--- config.mk ---
export PLATFORM = sky130hd
export DESIGN_NAME = proc_loader
export DESIGN_NICKNAME = d
export VERILOG_FILES = /design/src/rtl/proc_loader_pkg.sv /design/src/rtl/proc_loader_asm.sv /design/src/rtl/proc_loader.sv
export SDC_FILE = /design/constraint.sdc
export NUM_CORES = 1
export LEC_CHECK = 0
export BUFFER_PORTS_ARGS = -buffer_cell sky130_fd_sc_hd__buf_2
export CAP_MARGIN = 20
export CORE_MARGIN = 2
export CORE_UTILIZATION = 60
export DETAILED_ROUTE_END_ITERATION = 8
export PLACE_DENSITY = 0.86
export SLEW_MARGIN = 5
export SYNTH_ARGS = -nofsm -noshare
export SYNTH_HDL_FRONTEND = slang
export SYNTH_SLANG_ARGS = --single-unit
--- constraint.sdc ---
create_clock -name clk -period 6.6 [get_ports clk]
set_input_delay 0.33 -clock clk [delete_from_list [all_inputs] [get_ports clk]]
set_output_delay 0.33 -clock clk [all_outputs]
set_load 0.1 [all_outputs]
--- src/rtl/proc_loader_pkg.sv ---
// ============================================================================
//  Module   : proc_loader_pkg
//  Purpose  : Shared state encoding and word-geometry constants for the
//             boot-time program loader.
//  Revision : 1.0 - initial release
// ============================================================================
`default_nettype none

package proc_loader_pkg;

    typedef enum logic [2:0] {
        HDR    = 3'd0,
        DATA   = 3'd1,
        WRITE  = 3'd2,
        VERIFY = 3'd3,
        RUN    = 3'd4,
        ERR    = 3'd5
    } state_t;

    localparam int BYTES_PER_WORD  = 4;
    localparam int WORD_BYTES_LOG2 = 2;

endpackage : proc_loader_pkg

`default_nettype wire

--- src/rtl/proc_loader_asm.sv ---
// ============================================================================
//  Module   : proc_loader_asm
//  Purpose  : 4-byte little-endian shift assembler; first byte lands in [7:0].
//  Revision : 1.0 - initial release
// ============================================================================
`default_nettype none

module proc_loader_asm
    import proc_loader_pkg::*;
(
    input  logic        clk,
    input  logic        rst,
    input  logic        shift_en,
    input  logic        clear,
    input  logic [7:0]  byte_in,
    output logic [31:0] word_out,
    output logic        full
);

    logic [WORD_BYTES_LOG2-1:0] r_byte_cnt;
    logic [31:0]                r_word;
    logic [31:0]                w_shifted;

    assign w_shifted = {byte_in, r_word[31:8]};

    // The counter is exactly log2(bytes) wide, so it wraps to 0 on the 4th shift.
    always_ff @(posedge clk) begin
        if (rst || clear) begin
            r_byte_cnt <= '0;
            r_word     <= '0;
        end else if (shift_en) begin
            r_byte_cnt <= r_byte_cnt + 1'b1;
            r_word     <= w_shifted;
        end
    end

    // Word output includes the byte being shifted so callers can act on it in the same cycle.
    assign word_out = shift_en ? w_shifted : r_word;
    assign full     = shift_en && (r_byte_cnt == WORD_BYTES_LOG2'(BYTES_PER_WORD - 1));

endmodule : proc_loader_asm

`default_nettype wire

--- src/rtl/proc_loader.sv ---
// ============================================================================
//  Module   : proc_loader
//  Purpose  : Loads a length-prefixed little-endian word stream into memory,
//             then releases the processor from reset.
//             Optional read-back check: define PROC_LOADER_VERIFY_EN.
//  Revision : 1.0 - initial release
// ============================================================================
`default_nettype none

module proc_loader
    import proc_loader_pkg::*;
#(
    parameter logic [31:0] BASE_ADDR = 32'h0000_0000,
    parameter int          MAX_WORDS = 1024
) (
    input  logic        clk,
    input  logic        rst,
    input  logic        in_val,
    output logic        in_rdy,
    input  logic [7:0]  in_data,
    output logic        ext_dmemreq_val,
    output logic        ext_dmemreq_type,
    output logic [31:0] ext_dmemreq_addr,
    output logic [31:0] ext_dmemreq_wdata,
    input  logic [31:0] ext_dmemreq_rdata,
    output logic        proc_rst,
    output logic        done,
    output logic        error
);

    state_t      r_state;
    state_t      w_next;
    logic [31:0] r_word_cnt;
    logic        r_proc_rst;
    logic        r_done;

    logic        w_hs;
    logic        w_hdr_shift;
    logic        w_dat_shift;
    logic [31:0] w_count;
    logic        w_hdr_full;
    logic [31:0] w_word;
    logic        w_dat_full;
    logic [31:0] w_addr;
    logic        w_last;

    assign in_rdy      = (r_state == HDR) || (r_state == DATA);
    assign w_hs        = in_val && in_rdy;
    assign w_hdr_shift = w_hs && (r_state == HDR);
    assign w_dat_shift = w_hs && (r_state == DATA);

    proc_loader_asm u_hdr_asm (
        .clk      (clk),
        .rst      (rst),
        .shift_en (w_hdr_shift),
        .clear    (1'b0),
        .byte_in  (in_data),
        .word_out (w_count),
        .full     (w_hdr_full)
    );

    // Parking the data assembler in HDR keeps leftovers of an abandoned load out of the next word.
    proc_loader_asm u_dat_asm (
        .clk      (clk),
        .rst      (rst),
        .shift_en (w_dat_shift),
        .clear    (r_state == HDR),
        .byte_in  (in_data),
        .word_out (w_word),
        .full     (w_dat_full)
    );

    assign w_addr = BASE_ADDR + (r_word_cnt << WORD_BYTES_LOG2);
    assign w_last = ((r_word_cnt + 32'd1) == w_count);

`ifndef PROC_LOADER_VERIFY_EN
    logic w_unused_rdata;
    assign w_unused_rdata = ^ext_dmemreq_rdata;
`endif

    always_ff @(posedge clk) begin
        if (rst) begin
            r_state    <= HDR;
            r_word_cnt <= '0;
            r_proc_rst <= 1'b1;
            r_done     <= 1'b0;
        end else begin
            r_state    <= w_next;
            r_proc_rst <= (r_state != RUN);
            r_done     <= (r_state == RUN);
`ifdef PROC_LOADER_VERIFY_EN
            if (r_state == VERIFY) begin
                r_word_cnt <= r_word_cnt + 32'd1;
            end
`else
            if (r_state == WRITE) begin
                r_word_cnt <= r_word_cnt + 32'd1;
            end
`endif
        end
    end

    always_comb begin
        w_next            = r_state;
        ext_dmemreq_val   = 1'b0;
        ext_dmemreq_type  = 1'b0;
        ext_dmemreq_addr  = '0;
        ext_dmemreq_wdata = '0;
        error             = 1'b0;
        case (r_state)
            HDR: begin
                if (w_hdr_full) begin
                    if (w_count == 32'd0) begin
                        w_next = RUN;
                    end else if (w_count > 32'(MAX_WORDS)) begin
                        w_next = ERR;
                    end else begin
                        w_next = DATA;
                    end
                end
            end
            DATA: begin
                if (w_dat_full) begin
                    w_next = WRITE;
                end
            end
            WRITE: begin
                ext_dmemreq_val   = 1'b1;
                ext_dmemreq_type  = 1'b1;
                ext_dmemreq_addr  = w_addr;
                ext_dmemreq_wdata = w_word;
`ifdef PROC_LOADER_VERIFY_EN
                w_next = VERIFY;
`else
                w_next = w_last ? RUN : DATA;
`endif
            end
`ifdef PROC_LOADER_VERIFY_EN
            VERIFY: begin
                ext_dmemreq_val  = 1'b1;
                ext_dmemreq_addr = w_addr;
                if (ext_dmemreq_rdata != w_word) begin
                    w_next = ERR;
                end else begin
                    w_next = w_last ? RUN : DATA;
                end
            end
`endif
            RUN: begin
                w_next = RUN;
            end
            ERR: begin
                error  = 1'b1;
                w_next = ERR;
            end
            default: begin
                w_next = HDR;
            end
        endcase
    end

    assign proc_rst = r_proc_rst;
    assign done     = r_done;

endmodule : proc_loader

`default_nettype wire

==> impl_metrics.json, run 1 <==
{
  "post-route-min-period_ns": 3.83,
  "hold_violations": 0,
  "grt_max_degree": 72,
  "reg2reg_from": "r_state[1]",
  "synthCells": 723,
  "power.internal_uw": 837,
  "drt.antenna.violating_nets": 0,
  "fin_nets": 803,
  "dp_slack_ns": 2.85,
  "ctsHtreeMaxLevel": 3,
  "ys_warn_count": 0,
  "synth.top_cell.area_share_pct": 36.5,
  "grt_remaining_overflow": 0,
  "cts_tree": "yes",
  "ios": 113,
  "grt_busiest_layer": "met2",
  "holdPathEnd": "u_dat_asm.r_word[27]",
  "grt_pass1_wl_um": 22800,
  "tightest_slew_ns": 0.866,
  "synth_seq_area_share_pct": 36.5,
  "clkSinkCount": 105,
  "cap_viol_max_count": 0,
  "p_clk_share_pct": 34.4,
  "cp-end-kind": "flip-flop",
  "yosys.area.top_type": "dfxtp_1",
  "min_path_cells": 3,
  "tns_ns": 0,
  "crit_type": "reg2reg",
  "postLayoutCellArea_um2": 6310,
  "gr-usage-met1_pct": 37.1,
  "wl_um": 14100,
  "slew_violations": 0,
  "p_leak_uw": 0.00265,
  "worstPathMaxFanout": 71,
  "hold_class": "in2reg",
  "ys_top_cells_by_area": "dfxtp_1, xnor2_1, and3_1",
  "cts_hold_buffers": 0,
  "areaGrowthSynthToFinish_pct": 9.68,
  "async_reset_ff_share_pct": 0,
  "wl_per_cell_um": 15.8,
  "multi_input_area_um2": 3360,
  "fmax_ghz": 0.261,
  "hp-start": "in_data[3]",
  "dr.pass1.iters": 5,
  "insertion_delay_ns": 0.38,
  "r2r-end": "r_state[0]",
  "initial_core_util_pct": 62.0,
  "port_buffers": 78,
  "antenna_found_initial": 0,
  "peakVddDrop_mv": 0.0992,
  "utilization_pct": 68.0,
  "path_clk_slew_ns": 0.11,
  "fill_cells": 801,
  "fp.dieH_um": 102,
  "fin_cells": 891,
  "worst_slack_ns": 2.77,
  "yosysMostFrequentCell": "dfxtp_1",
  "syn_area_um2": 5750,
  "swShare_pct": 28.4,
  "vias": 5280,
  "power_density_nw_per_um2": 185,
  "clock_path_buffers": 2,
  "synth_ff_type": "dfxtp_1",
  "status": "finished clean",
  "power_frac_comb_pct": 9.9,
  "synth.avg_cell_area_um2": 7.96,
  "hpwl_um": 9800,
  "reg2regPathDepth": 10,
  "chipWidth_um": 102,
  "dp_cells": 875,
  "grt_pass1_vias": 4726,
  "finalCritPeriodShare_pct": 58.0,
  "clockRootBuffer": "clkbuf_8",
  "drt_iter0_markers": 280,
  "viasPerCell": 5.93,
  "drive_gt1_share_pct": 15.5,
  "setup_violations": 0,
  "grt_setup_unrepaired": "false",
  "core_area_um2": 9280,
  "post_dp_cell_area_um2": 6100,
  "die-area_um2": 10400,
  "start_kind": "flip-flop",
  "use_met3_pct": 3.15,
  "reg2reg_slack_ns": 2.77,
  "cts_resized": 0,
  "numCtsBuffers": 9,
  "fp-row-count": 35,
  "yosysUniqueCellTypes": 57,
  "seqPwrFrac_pct": 55.7,
  "post-cts-setup-buffers": 0,
  "max_slew_margin_pct": 40.8,
  "gr-usage-met2_pct": 43.9,
  "place_congestion": 0.916,
  "crit_required_ns": 6.84,
  "drc": 0,
  "synth_edf_count": 0,
  "grt.total_usage_pct": 27.2,
  "switchingPower_uw": 332,
  "critPathArrivalTime_ns": 4.06,
  "synth_seq_cells": 105,
  "seq_area_um2": 2100,
  "diodes": 0,
  "yosys-top-cells-count": "dfxtp_1, nand2_1, nor2_1, and3_1, a21oi_1",
  "fin_worst_skew_ns": 0.0112
}
[cell type report]
class                   count  area share, %
multi-input cells         549           53.2
inverters                   6          0.357
clock inverters             7           1.33
repair buffers             86           7.26
well taps                 129           2.56
clock buffers               9           1.96
flip-flops and latches    105           33.3
[state kept, by name (all words and copies together) (netlist names)]
name                  flops
r_word_cnt               32
u_hdr_asm.r_word         32
u_hdr_asm.r_byte_cnt      2
r_state                   3
done                      1
proc_rst                  1
u_dat_asm.r_byte_cnt      2
u_dat_asm.r_word         32
[kinds of logic after synthesis]
| group | share of synthesized area, % |
|---|---|
| AO/OA/AOI/OAI | 8.70 |
| XOR/XNOR | 10.8 |
| adder cells (fa/ha/maj) | 0.653 |
| buffers and inverters | 5.50 |
| flip-flops | 36.5 |
| multiplexers | 6.77 |
| other | 0.0652 |
| AND/OR/NAND/NOR | 30.9 |
[cells in the final DEF, fill, tap and decap left out, types with 11 or more instances in the layout]
cell	n
dfxtp_1	104
buf_2	78
and3_1	62
nor2_1	81
xor2_1	20
a21oi_1	51
nand4_1	20
nand2b_1	11
mux2i_1	33
nand2_1	97
xnor2_1	46
nand3_1	17
nor3_1	26
[through the flow]
step	hold slack (ns)	power [uW]
after floorplan	0.432	756
after global placement	0.437	775
after detailed placement	0.452	779
after CTS	0.184	1170
after global routing	0.199	1210
final	0.190	1170
[worst max-delay path: stages, from the launching register on]
cell and delay [ns]:
dfxtp_2 0.32, buf_4 0.30, nor4b_4 0.26, buf_4 0.49, mux2i_1 0.40, xor2_1 0.14, or4_1 0.53, a22o_1 0.24
a211oi_1 0.26, nor4bb_1 0.58, o31ai_1 0.15
[layer usage]
metal	vias to the layer above	share of wire, %
met2	180	48
li1	2558	-
met4	0	2.7
met3	32	5.3
met5	-	0
met1	2510	44
[worst max path at each step]
stage,slack [ns],startpoint,end
final,2.77,r_state[1],r_state[0]
after global routing,2.57,r_state[1],r_state[0]
after CTS,2.82,r_state[1],r_state[0]
after detailed placement,2.85,r_state[1],r_state[0]
after global placement,3.00,r_state[1],r_state[0]
after floorplan,3.79,r_word_cnt[0],r_state[0]
[power by group through the flow]
| stage | clock, uW | sequential [uW] | combinational (uW) |
|---|---|---|---|
| after floorplan | 0 | 662 | 94.0 |
| after global placement | 0 | 665 | 110 |
| final | 402 | 651 | 116 |
| after CTS | 409 | 651 | 115 |
| after detailed placement | 0 | 665 | 114 |
| after global routing | 433 | 652 | 125 |
No activity file was read; power rests on OpenSTA's default activity.
==> run 2: changes to the inputs <==
CORE_UTILIZATION = 56   (was 60)
PLACE_DENSITY = 0.81   (was 0.86)
clock period = 3.7 ns   (was 6.6 ns; I/O delays follow)
==> run 2 against run 1 <==
Compared with the run above:
- die area is 6.9% higher
- worst hold slack worse by 0.14 ns
- routed wire length is 0.90% lower
- flip-flop and latch count stayed put
- sequential share of layout area is 0.20 points lower
- power is 84% higher
- fmax is 11% higher
- via count is 1.9% lower
- highest routed layer unchanged
- clock skew is 0.0053 ns higher
- critical endpoint is now r_state[2]
==> impl_metrics.json, run 2 (synthesized netlist as in run 1, its figures left out) <==
{
  "drc": 0,
  "viasPerCell": 5.77,
  "crit_required_ns": 4.00,
  "hpwl_um": 9760,
  "ctsHtreeMaxLevel": 3,
  "dr.pass1.iters": 6,
  "post-route-min-period_ns": 3.44,
  "clockRootBuffer": "clkbuf_8",
  "slew_violations": 0,
  "cts_resized": 0,
  "ios": 113,
  "crit_buf_inv": 0,
  "path_delay_family": "simple AND/OR/NAND/NOR gates",
  "vias": 5178,
  "antenna_found_initial": 0,
  "fp-row-count": 36,
  "critPathArrivalTime_ns": 3.74,
  "drive_gt1_share_pct": 15.7,
  "wl_um": 14000,
  "utilization_pct": 64.3,
  "hold_violations": 0,
  "start_kind": "flip-flop",
  "wl_per_cell_um": 15.6,
  "place_congestion": 0.941,
  "cp-end-kind": "flip-flop",
  "max_slew_margin_pct": 51.1,
  "path_cells": "ha_1 -> nand3_1 -> or3_1 -> xor2_1 -> or4_1 -> a22o_1 -> a211oi_1 -> nor4bb_1 -> o2bb2ai_1",
  "core_area_um2": 9860,
  "chipWidth_um": 105,
  "grt_setup_unrepaired": "false",
  "cts_hold_buffers": 0,
  "layout_common_cells": "dfxtp_1, nand2_1, nor2_1",
  "grt_pass1_vias": 4638,
  "grt_max_degree": 72,
  "p_leak_uw": 0.00267,
  "worstPathMaxFanout": 7,
  "power_density_nw_per_um2": 338,
  "hold_slack_ns": 0.0489,
  "diodes": 0,
  "clkSinkCount": 105,
  "layout_commonest_cell": "dfxtp_1",
  "drt.antenna.violating_nets": 0,
  "grt_pass1_wl_um": 23300,
  "status": "finished clean",
  "port_buffers": 78,
  "crit_type": "reg2reg",
  "fill_cells": 841,
  "tightest_slew_ns": 0.715,
  "hold_class": "in2reg",
  "reg_top3": "r_word_cnt: 32 flops, u_dat_asm.r_word: 32 flops, u_hdr_asm.r_word: 32 flops",
  "fp.dieH_um": 105,
  "grt.total_usage_pct": 25.6,
  "cts_tree": "yes",
  "drt_iter0_markers": 368,
  "setup_violations": 0,
  "initial_core_util_pct": 58.3,
  "post-cts-setup-buffers": 0,
  "slowest_delay_ns": 0.54,
  "numCtsBuffers": 9,
  "fin_nets": 805,
  "peakVddDrop_mv": 0.222,
  "clock_path_buffers": 2,
  "fin_worst_skew_ns": 0.0165,
  "cap_viol_max_count": 0,
  "grt_remaining_overflow": 0,
  "areaGrowthSynthToFinish_pct": 10.3,
  "finalCritPeriodShare_pct": 93.0,
  "path_clk_slew_ns": 0.11,
  "insertion_delay_ns": 0.38,
  "tns_ns": 0,
  "slowest_stage": "or4_1",
  "fmax_ghz": 0.291,
  "die-area_um2": 11100
}
run 2: path summary, 6_finish.rpt:
kind,from,end,slack [ns],cells after the start
worst min register to register,u_dat_asm.r_word[0],u_dat_asm.r_word[0],0.46,2
worst max-delay path,r_word_cnt[0],r_state[2],0.26,9
worst max register to register,r_word_cnt[0],r_state[2],0.26,9
worst min-delay path,in_data[3],u_dat_asm.r_word[27],0.05,3
run 2: metrics by stage:
stage                     instances  power (uW)  worst slack (ns)  cell area [um^2]
after floorplan                 724        1350             0.893              5760
after global placement          881        1390             0.490              6130
after detailed placement        881        1390             0.385              6130
after CTS                       897        2150             0.320              6350
after global routing            897        2220            0.0525              6350
final                           897        2150             0.259              6350
run 2: final cells by class:
type	instances	area [um^2]	area share (%)
multi-input cells	549	3360	52.9
flip-flops and latches	105	2100	33.1
repair buffers	88	478	7.53
well taps	133	166	2.62
clock buffers	10	138	2.17
clock inverters	6	82.6	1.30
inverters	6	22.5	0.355
run 2: where the power goes:
part	total (uW)	leakage, uW	internal [uW]	switching [uW]
Clock	779	0.000108	347	432
Sequential	1160	0.000849	1140	15.9
Combinational	206	0.00171	79.4	127
run 2: worst reg2reg max path, delay by kind of cell, from the launching register on:
family / cells / cell delay (ns)
compound gates: 3 / 0.61
xor+xnor: 1 / 0.18
fa+ha+maj: 1 / 0.28
flops: 1 / 0.49
simple gates: 4 / 1.81
run 2: per-layer routing:
| metal | global-route usage (%) | vias to the layer above | routed length [um] |
|---|---|---|---|
| li1 | - | 2549 | - |
| met1 | 35.5 | 2416 | 6380 |
| met2 | 41.8 | 187 | 6530 |
| met3 | 2.91 | 26 | 842 |
| met4 | 8.29 | 0 | 235 |
| met5 | 0 | - | 0 |
